`config.mk`:
```
export PLATFORM = sky130hd
export DESIGN_NAME = if_id_stage
export DESIGN_NICKNAME = d
export VERILOG_FILES = /design/src/rtl/mips_pkg.sv /design/src/rtl/pc_reg.sv /design/src/rtl/if_id_stage.sv
export SDC_FILE = /design/constraint.sdc
export NUM_CORES = 1
export LEC_CHECK = 0
export ABC_AREA = 0
export BUFFER_PORTS_ARGS = -buffer_cell sky130_fd_sc_hd__clkbuf_2
export CORE_MARGIN = 2
export CORE_UTILIZATION = 25
export CTS_CLUSTER_DIAMETER = 120
export DETAILED_ROUTE_END_ITERATION = 6
export GPL_ROUTABILITY_DRIVEN = 0
export HOLD_SLACK_MARGIN = 0.08
export PLACE_DENSITY_LB_ADDON = 0.1
export SLEW_MARGIN = 10
export SYNTH_ARGS = -nofsm -noshare
export SYNTH_HDL_FRONTEND = slang
export SYNTH_SLANG_ARGS = --single-unit
```
`constraint.sdc`:
```
create_clock -name clk -period 2.3 [get_ports clk]
set_clock_uncertainty 0.05 [all_clocks]
set_input_delay 0.46 -clock clk [delete_from_list [all_inputs] [get_ports clk]]
set_output_delay 0.46 -clock clk [all_outputs]
set_load 0.03 [all_outputs]
```
`src/rtl/mips_pkg.sv`:
```
// rtl/mips_pkg.sv - shared constants and helpers for the MIPS fetch path
// Purpose: default fetch-window bounds, the reset PC and the nop encoding,
// plus the fetch-legality helper used by the PC register.
// Ports: none (package).
package mips_pkg;

    localparam logic [31:0] PC_RESET_DEFAULT = 32'h0000_3000;
    localparam logic [31:0] IM_BASE_DEFAULT  = 32'h0000_3000;
    localparam logic [31:0] IM_LIMIT_DEFAULT = 32'h0000_6FFF;
    localparam logic [31:0] NOP              = 32'h0000_0000;

    // A fetch is legal only when word aligned and inside [base, limit].
    function automatic logic fetch_legal(input logic [31:0] pc,
                                         input logic [31:0] base,
                                         input logic [31:0] limit);
        return (pc >= base) && (pc <= limit) && (pc[1:0] == 2'b00);
    endfunction

endpackage

```
`src/rtl/pc_reg.sv`:
```
// rtl/pc_reg.sv - program counter with next-PC mux and fetch legality check
// Purpose: holds the fetch PC and selects the next PC with priority
// reset > stall > redirect > sequential (+4, 32-bit wrap).
// Ports:
//   clk, reset        - clock, synchronous active-high reset
//   stall             - hold the PC
//   redirect          - load redirect_pc instead of PC + 4
//   redirect_pc[31:0] - branch/jump target (not range checked here)
//   pc_o[31:0]        - current fetch address (register output)
//   illegal_o         - current fetch address is out of range or misaligned
module pc_reg
    import mips_pkg::*;
#(
    parameter logic [31:0] PC_RESET = PC_RESET_DEFAULT,
    parameter logic [31:0] IM_BASE  = IM_BASE_DEFAULT,
    parameter logic [31:0] IM_LIMIT = IM_LIMIT_DEFAULT
) (
    input  logic        clk,
    input  logic        reset,
    input  logic        stall,
    input  logic        redirect,
    input  logic [31:0] redirect_pc,
    output logic [31:0] pc_o,
    output logic        illegal_o
);

    logic [31:0] pc_q;
    logic [31:0] pc_d;

    always_comb begin
        pc_d = pc_q;
        if (!stall) begin
            if (redirect) begin
                pc_d = redirect_pc;
            end else begin
                pc_d = pc_q + 32'd4;
            end
        end
    end

    always_ff @(posedge clk) begin
        if (reset) begin
            pc_q <= PC_RESET;
        end else begin
            pc_q <= pc_d;
        end
    end

    assign pc_o      = pc_q;
    assign illegal_o = !fetch_legal(pc_q, IM_BASE, IM_LIMIT);

endmodule

```
`src/rtl/if_id_stage.sv`:
```
// rtl/if_id_stage.sv - instruction fetch stage and IF/ID pipeline register
// Purpose: drives the instruction-memory address and latches the fetched word,
// its PC and a fetch-error flag into decode. Redirects use delay-slot
// semantics, so the word fetched on the redirect edge is latched normally.
// Ports:
//   clk, reset        - clock, synchronous active-high reset
//   stall             - freeze PC and IF/ID register
//   redirect          - decode-stage branch taken / jump
//   redirect_pc[31:0] - redirect target
//   F_pc[31:0]        - fetch address to instruction memory
//   F_instr[31:0]     - instruction memory read data for F_pc
//   D_instr[31:0]     - latched instruction (nop on illegal fetch)
//   D_pc[31:0]        - PC of D_instr
//   D_pc8[31:0]       - D_pc + 8 link address
//   D_imm16[15:0]     - D_instr[15:0] for the immediate extender
//   D_fetch_err       - latched word came from an illegal address
module if_id_stage
    import mips_pkg::*;
#(
    parameter logic [31:0] PC_RESET = PC_RESET_DEFAULT,
    parameter logic [31:0] IM_BASE  = IM_BASE_DEFAULT,
    parameter logic [31:0] IM_LIMIT = IM_LIMIT_DEFAULT
) (
    input  logic        clk,
    input  logic        reset,
    input  logic        stall,
    input  logic        redirect,
    input  logic [31:0] redirect_pc,
    output logic [31:0] F_pc,
    input  logic [31:0] F_instr,
    output logic [31:0] D_instr,
    output logic [31:0] D_pc,
    output logic [31:0] D_pc8,
    output logic [15:0] D_imm16,
    output logic        D_fetch_err
);

    logic        f_illegal;
    logic [31:0] d_instr_q, d_instr_d;
    logic [31:0] d_pc_q, d_pc_d;
    logic        d_err_q, d_err_d;

    pc_reg #(
        .PC_RESET (PC_RESET),
        .IM_BASE  (IM_BASE),
        .IM_LIMIT (IM_LIMIT)
    ) u_pc_reg (
        .clk         (clk),
        .reset       (reset),
        .stall       (stall),
        .redirect    (redirect),
        .redirect_pc (redirect_pc),
        .pc_o        (F_pc),
        .illegal_o   (f_illegal)
    );

    // Redirect does not gate this path: the word at F_pc is the delay slot.
    always_comb begin
        d_instr_d = d_instr_q;
        d_pc_d    = d_pc_q;
        d_err_d   = d_err_q;
        if (!stall) begin
            d_instr_d = f_illegal ? NOP : F_instr;
            d_pc_d    = F_pc;
            d_err_d   = f_illegal;
        end
    end

    always_ff @(posedge clk) begin
        if (reset) begin
            d_instr_q <= NOP;
            d_pc_q    <= 32'd0;
            d_err_q   <= 1'b0;
        end else begin
            d_instr_q <= d_instr_d;
            d_pc_q    <= d_pc_d;
            d_err_q   <= d_err_d;
        end
    end

    assign D_instr     = d_instr_q;
    assign D_pc        = d_pc_q;
    assign D_pc8       = d_pc_q + 32'd8;
    assign D_imm16     = d_instr_q[15:0];
    assign D_fetch_err = d_err_q;

endmodule
```
* Word level (Yosys, flattened, before mapping) *
Index checks and enable logic that the tools add are counted.

storage, ports and cells
  register bits after elaboration = 97
  output and inout port bits = 145
  logic and storage cells = 14

cells by class
  add/subtract/negate cells = 2
  $lt $le $gt $ge = 2
  multiplexer cells = 2
  reduce and logical (&&, ||, !) cells = 4

operators with widths
  kind                                                                                 count
  32-bit 2-to-1 mux                                                                    2
  32-bit by 3-bit adder with 32-bit output (second input constant)                     1
  32-bit by 4-bit adder with 32-bit output (second input constant)                     1
  32-bit by 14-bit >= comparator with 1-bit output (second input constant)             1
  32-bit by 15-bit less-or-equal comparator with 1-bit output (second input constant)  1
  1-bit logical AND                                                                    2
  2-bit zero test                                                                      1
  1-bit zero test                                                                      1

* Depth between registers and ports, before layout *
  depth after elaboration = 4
  mapped depth = 8

* Cells and area by module *
A second synthesis with hierarchy kept.

unflattened totals
  cells, all modules = 585
  area total of the unflattened synthesis = 5,022.3 µm²

modules (own cells, without submodules)
  module       instances  cells each  area an instance (µm²)  sequential area each (µm²)
  if_id_stage  1          306         2,869.0                 1,301.2
  pc_reg       1          279         2,153.3                 640.6

* Least setup slack after synthesis *
No wires, ideal clock.

  path kind = reg-to-output
  start point = register d_pc_q[3] (netlist: D_pc[3])
  end point = output port D_pc8[29]
  arrival = 2.254 ns
  data required time = 1.790 ns
  slack = -0.464 ns
  cell stages (with the launch flop) = 7
  buffers on the path = 1
  path through = dfxtp_1 ha_1 nand4_1 or3_1 clkbuf_1 nor3b_1 xor2_1

between the ends
  word-level cells in the longest chain between the ends = 1

RTL lines
  item                                      RTL line           text
  start, declared                           if_id_stage.sv:40  logic [31:0] d_pc_q, d_pc_d;
  start signal, assigned                    if_id_stage.sv:76  d_pc_q <= d_pc_d;
  32-bit by 4-bit adder with 32-bit output  if_id_stage.sv:83  assign D_pc8 = d_pc_q + 32'd8;
  end, declared                             if_id_stage.sv:33  output logic [31:0] D_pc8,

No other way between the ends.

* Worst setup path in the final report *
  start point = register d_pc_q[4] (netlist: D_pc[4])
  end point = output port D_pc8[23]

Same word-level chain as after synthesis.

==> impl_metrics.py <==
metrics = {
    "critical_path": {
        "crit_path_start_kind": "flop",
        "critPathLaunch": "D_pc[4]$_SDFFE_PP0N_",
        "cp_slowest_stage_delay_ns": 0.44,
        "r2r_start": "u_pc_reg.pc_o[3]$_SDFFE_PP0N_",
        "r2r_cells": 5,
        "worst_ep_required_time_ns": 1.79,
        "cp_cell_sequence": "ha_4 > nand4_1 > or3_4 > nor3b_4 > xor2_2 > clkbuf_8",
        "crit_slowest_cell": "or3_4",
        "cp_num_cells": 6,
        "critical_path_class": "flop to output port",
        "path_delay_family": "simple AND/OR/NAND/NOR gates",
        "cp.arrival_ns": 2.00,
        "path_buf_inv": 1,
        "endpoint_kind": "output port",
        "crit_path_max_fanout": 8,
    },
    "synth": {
        "seq_area_frac_synth": 0.3773,
        "avgSynthCellArea_um2": 8.520,
        "syn_nets": 675,
        "synth_area_mm2": 0.005146,
        "syn_inst": 604,
        "ys_ff_latch": 97,
        "synthDistinctLibCells": 61,
        "synth-async-reset-ratio": 0,
        "yosysTopAreaCell": "dfxtp_1",
        "netlist.area_leader.share": 0.3773,
        "ys.flop_type": "dfxtp_1",
        "synth_edf_count": 0,
        "synth_warnings": 0,
        "yosys-top-cells-area": "dfxtp_1 (38%), mux2i_1 (7.2%), nor2_1 (6.9%)",
    },
    "pwr": {
        "ir_worst_vdd_mv": 0.3667,
        "p_per_area_mw_per_mm2": 565.8,
        "leakage_nw": 3.373,
    },
    "sta": {
        "worst_pin_slew_ns": 0.5720,
        "rsz0062_at_grt": "yes",
        "drv_slew": 0,
        "finalHoldViolations": 0,
        "finalWorstSetupSlack_ns": -0.2094,
        "finalSetupViolations": 15,
        "post-route-period-util": 1.091,
        "layout_min_cycle_time_ns": 2.509,
        "holdWs_ns": 0.3007,
        "max_slew_margin": 0.6157,
        "fmax_mhz": 398.5,
    },
    "global_route": {
        "grt_pass1_vias": 5316,
        "grtUsageMet2": 0.2846,
        "antenna_found_initial": 0,
        "grt_pass1_wl_mm": 29.84,
        "grt_max_degree": 51,
        "top_usage_layer": "met2",
        "grt_use_met1": 0.2383,
        "grt_usage": 0.1746,
        "gr-total-overflow": 0,
        "grt_use_met3": 0.03179,
    },
    "min_path": {
        "hold_path.class": "input pin to flop",
        "hold_path_depth": 3,
        "hold_path_startpoint": "redirect_pc[0]",
    },
    "final_layout": {
        "n_fill_cell": 2112,
        "layout-drive-gt1-share": 0.4357,
        "area_growth_pct": 43.91,
        "mostFrequentLayoutCells": "clkbuf_2 (190), nor2_1 (89), dfxtp_1 (80), buf_4 (68), mux2i_1 (37)",
        "finalNetCount": 890,
        "final_util": 0.3660,
        "fin_cells": 1094,
        "regArea_mm2": 0.001976,
        "diodes": 0,
        "final_common_cell": "clkbuf_2",
        "fin_area_mm2": 0.007406,
        "multi_input_area_mm2": 0.003044,
    },
    "cts": {
        "clock_sinks": 97,
        "cts_tree": "built",
        "cts_made_buffers": 9,
        "clock_latency_ns": 0.36,
        "cts_buffer_depth": 2,
        "cts_max_level": 3,
        "root_buffer": "clkbuf_16",
        "postCtsHoldBufs": 0,
        "clk_pin_slew_ns": 0.08,
    },
    "placement": {
        "dp_cells": 1065,
        "portBuffers": 212,
        "hpwlAfterDp_mm": 14.50,
        "dpl_cell_area_mm2": 0.006726,
    },
    "floorplanning": {
        "die_h_um": 147.5,
        "core_area_mm2": 0.02023,
        "rows": 52,
        "dieArea_mm2": 0.02175,
        "die_x_um": 147.5,
        "io_pins": 213,
        "initial_core_util": 0.2543,
    },
    "flow_run": {
        "drv_cap": 0,
    },
    "run_status": {
        "failed_checks": "negative setup slack",
        "status": "complete, but fails checks",
    },
    "detailed_routing": {
        "drt_iter0_drc": 312,
        "firstDrtPassIters": 5,
        "wire_per_inst_um": 17.97,
        "vias": 5435,
        "ant_nets": 0,
        "drcViolationCount": 0,
        "avgViaCountPerCell": 4.968,
        "wirelength_mm": 19.66,
    },
}
[worst register-to-register path: stages, from the launching register on]
cell and delay (ns):
dfxtp_1 0.48, ha_1 0.26, and3_1 0.26, nand2_1 0.18, o41a_1 0.46, o221ai_1 0.16
[cells by family (layout without fill, tap and decap cells)]
logic type               Yosys count  count (layout)  synth area share
XOR/XNOR                          27              27           0.04595
AO/OA/AOI/OAI                    122             122            0.1853
buffers and inverters             89             309           0.08680
flip-flops                        97              97            0.3773
AND/OR/NAND/NOR                  227             227            0.2210
adder cells (fa/ha/maj)            3               3          0.007295
multiplexers                      39              39           0.07634
[synthesized netlist by cell type, types with 3 or more instances]
cell,instances
dfxtp_1,97
and4_1,15
nor4_1,7
or3_1,3
buf_2,15
o221a_2,4
or4_1,4
clkbuf_1,32
nor2_1,94
nand4_1,11
a32oi_1,33
buf_4,23
ha_1,3
buf_1,3
inv_1,15
nand2_1,27
a221o_1,3
o31ai_1,3
xor2_1,18
a21oi_1,9
o21ai_0,11
and3_1,10
nand3_1,24
nor3_1,18
a211o_1,3
xnor2_1,9
a22oi_1,9
a31oi_1,13
a41oi_1,7
a311o_1,3
mux2i_1,37
a211oi_1,6
[flip-flops by register name, indices dropped and copies added (netlist names)]
name and cells:
D_fetch_err 1, D_instr 32, D_pc 32, u_pc_reg.pc_o 32
[stage by stage]
stage / TNS, ns / power, mW / setup slack [ns]
after floorplan: -0.1267 / 2.361 / -0.03915
after global placement: 0 / 2.677 / 0.02626
after detailed placement: -0.04807 / 2.685 / -0.04439
after CTS: -3.768 / 4.253 / -0.3299
after global routing: -3.756 / 4.386 / -0.2950
final: -2.199 / 4.190 / -0.2094
[power breakdown]
part / internal (mW) / switching (mW) / leakage [nW]
registers: 1.74 / 0.0805 / 0.799
clock network: 0.766 / 0.767 / 0.142
logic: 0.293 / 0.541 / 2.43
[metal layers]
layer	wire length [µm]	up-vias
li1	-	2630
met1	9040	2641
met2	9445	151
met3	972	13
met4	201	0
met5	0	-
[path summary, 6_finish.rpt]
check             slack (ns)                             end
setup reg to reg        0.37  u_pc_reg.pc_o[20]$_SDFFE_PP0N_
setup / recovery       -0.21                       D_pc8[23]
hold reg to reg         0.44        D_instr[17]$_SDFFE_PP0N_
hold / removal          0.30   u_pc_reg.pc_o[0]$_SDFFE_PP0P_
[layout make-up]
cell class,count,area share
Sequential cell,97,0.2668
Inverter,15,0.007603
Clock buffer,9,0.03041
Clock inverter,7,0.009461
Multi-Input combinational cell,418,0.4110
Timing Repair Buffer,278,0.2291
Tap cell,270,0.04562
[repair_timing]
item | 4_1_cts | 5_1_grt
resized for setup | 37 | 43
setup buffers | 7 | 7
setup endpoints to repair | 20 | 19
pin swaps | 8 | 9
Note: power is estimated with default switching activity, not from simulation.
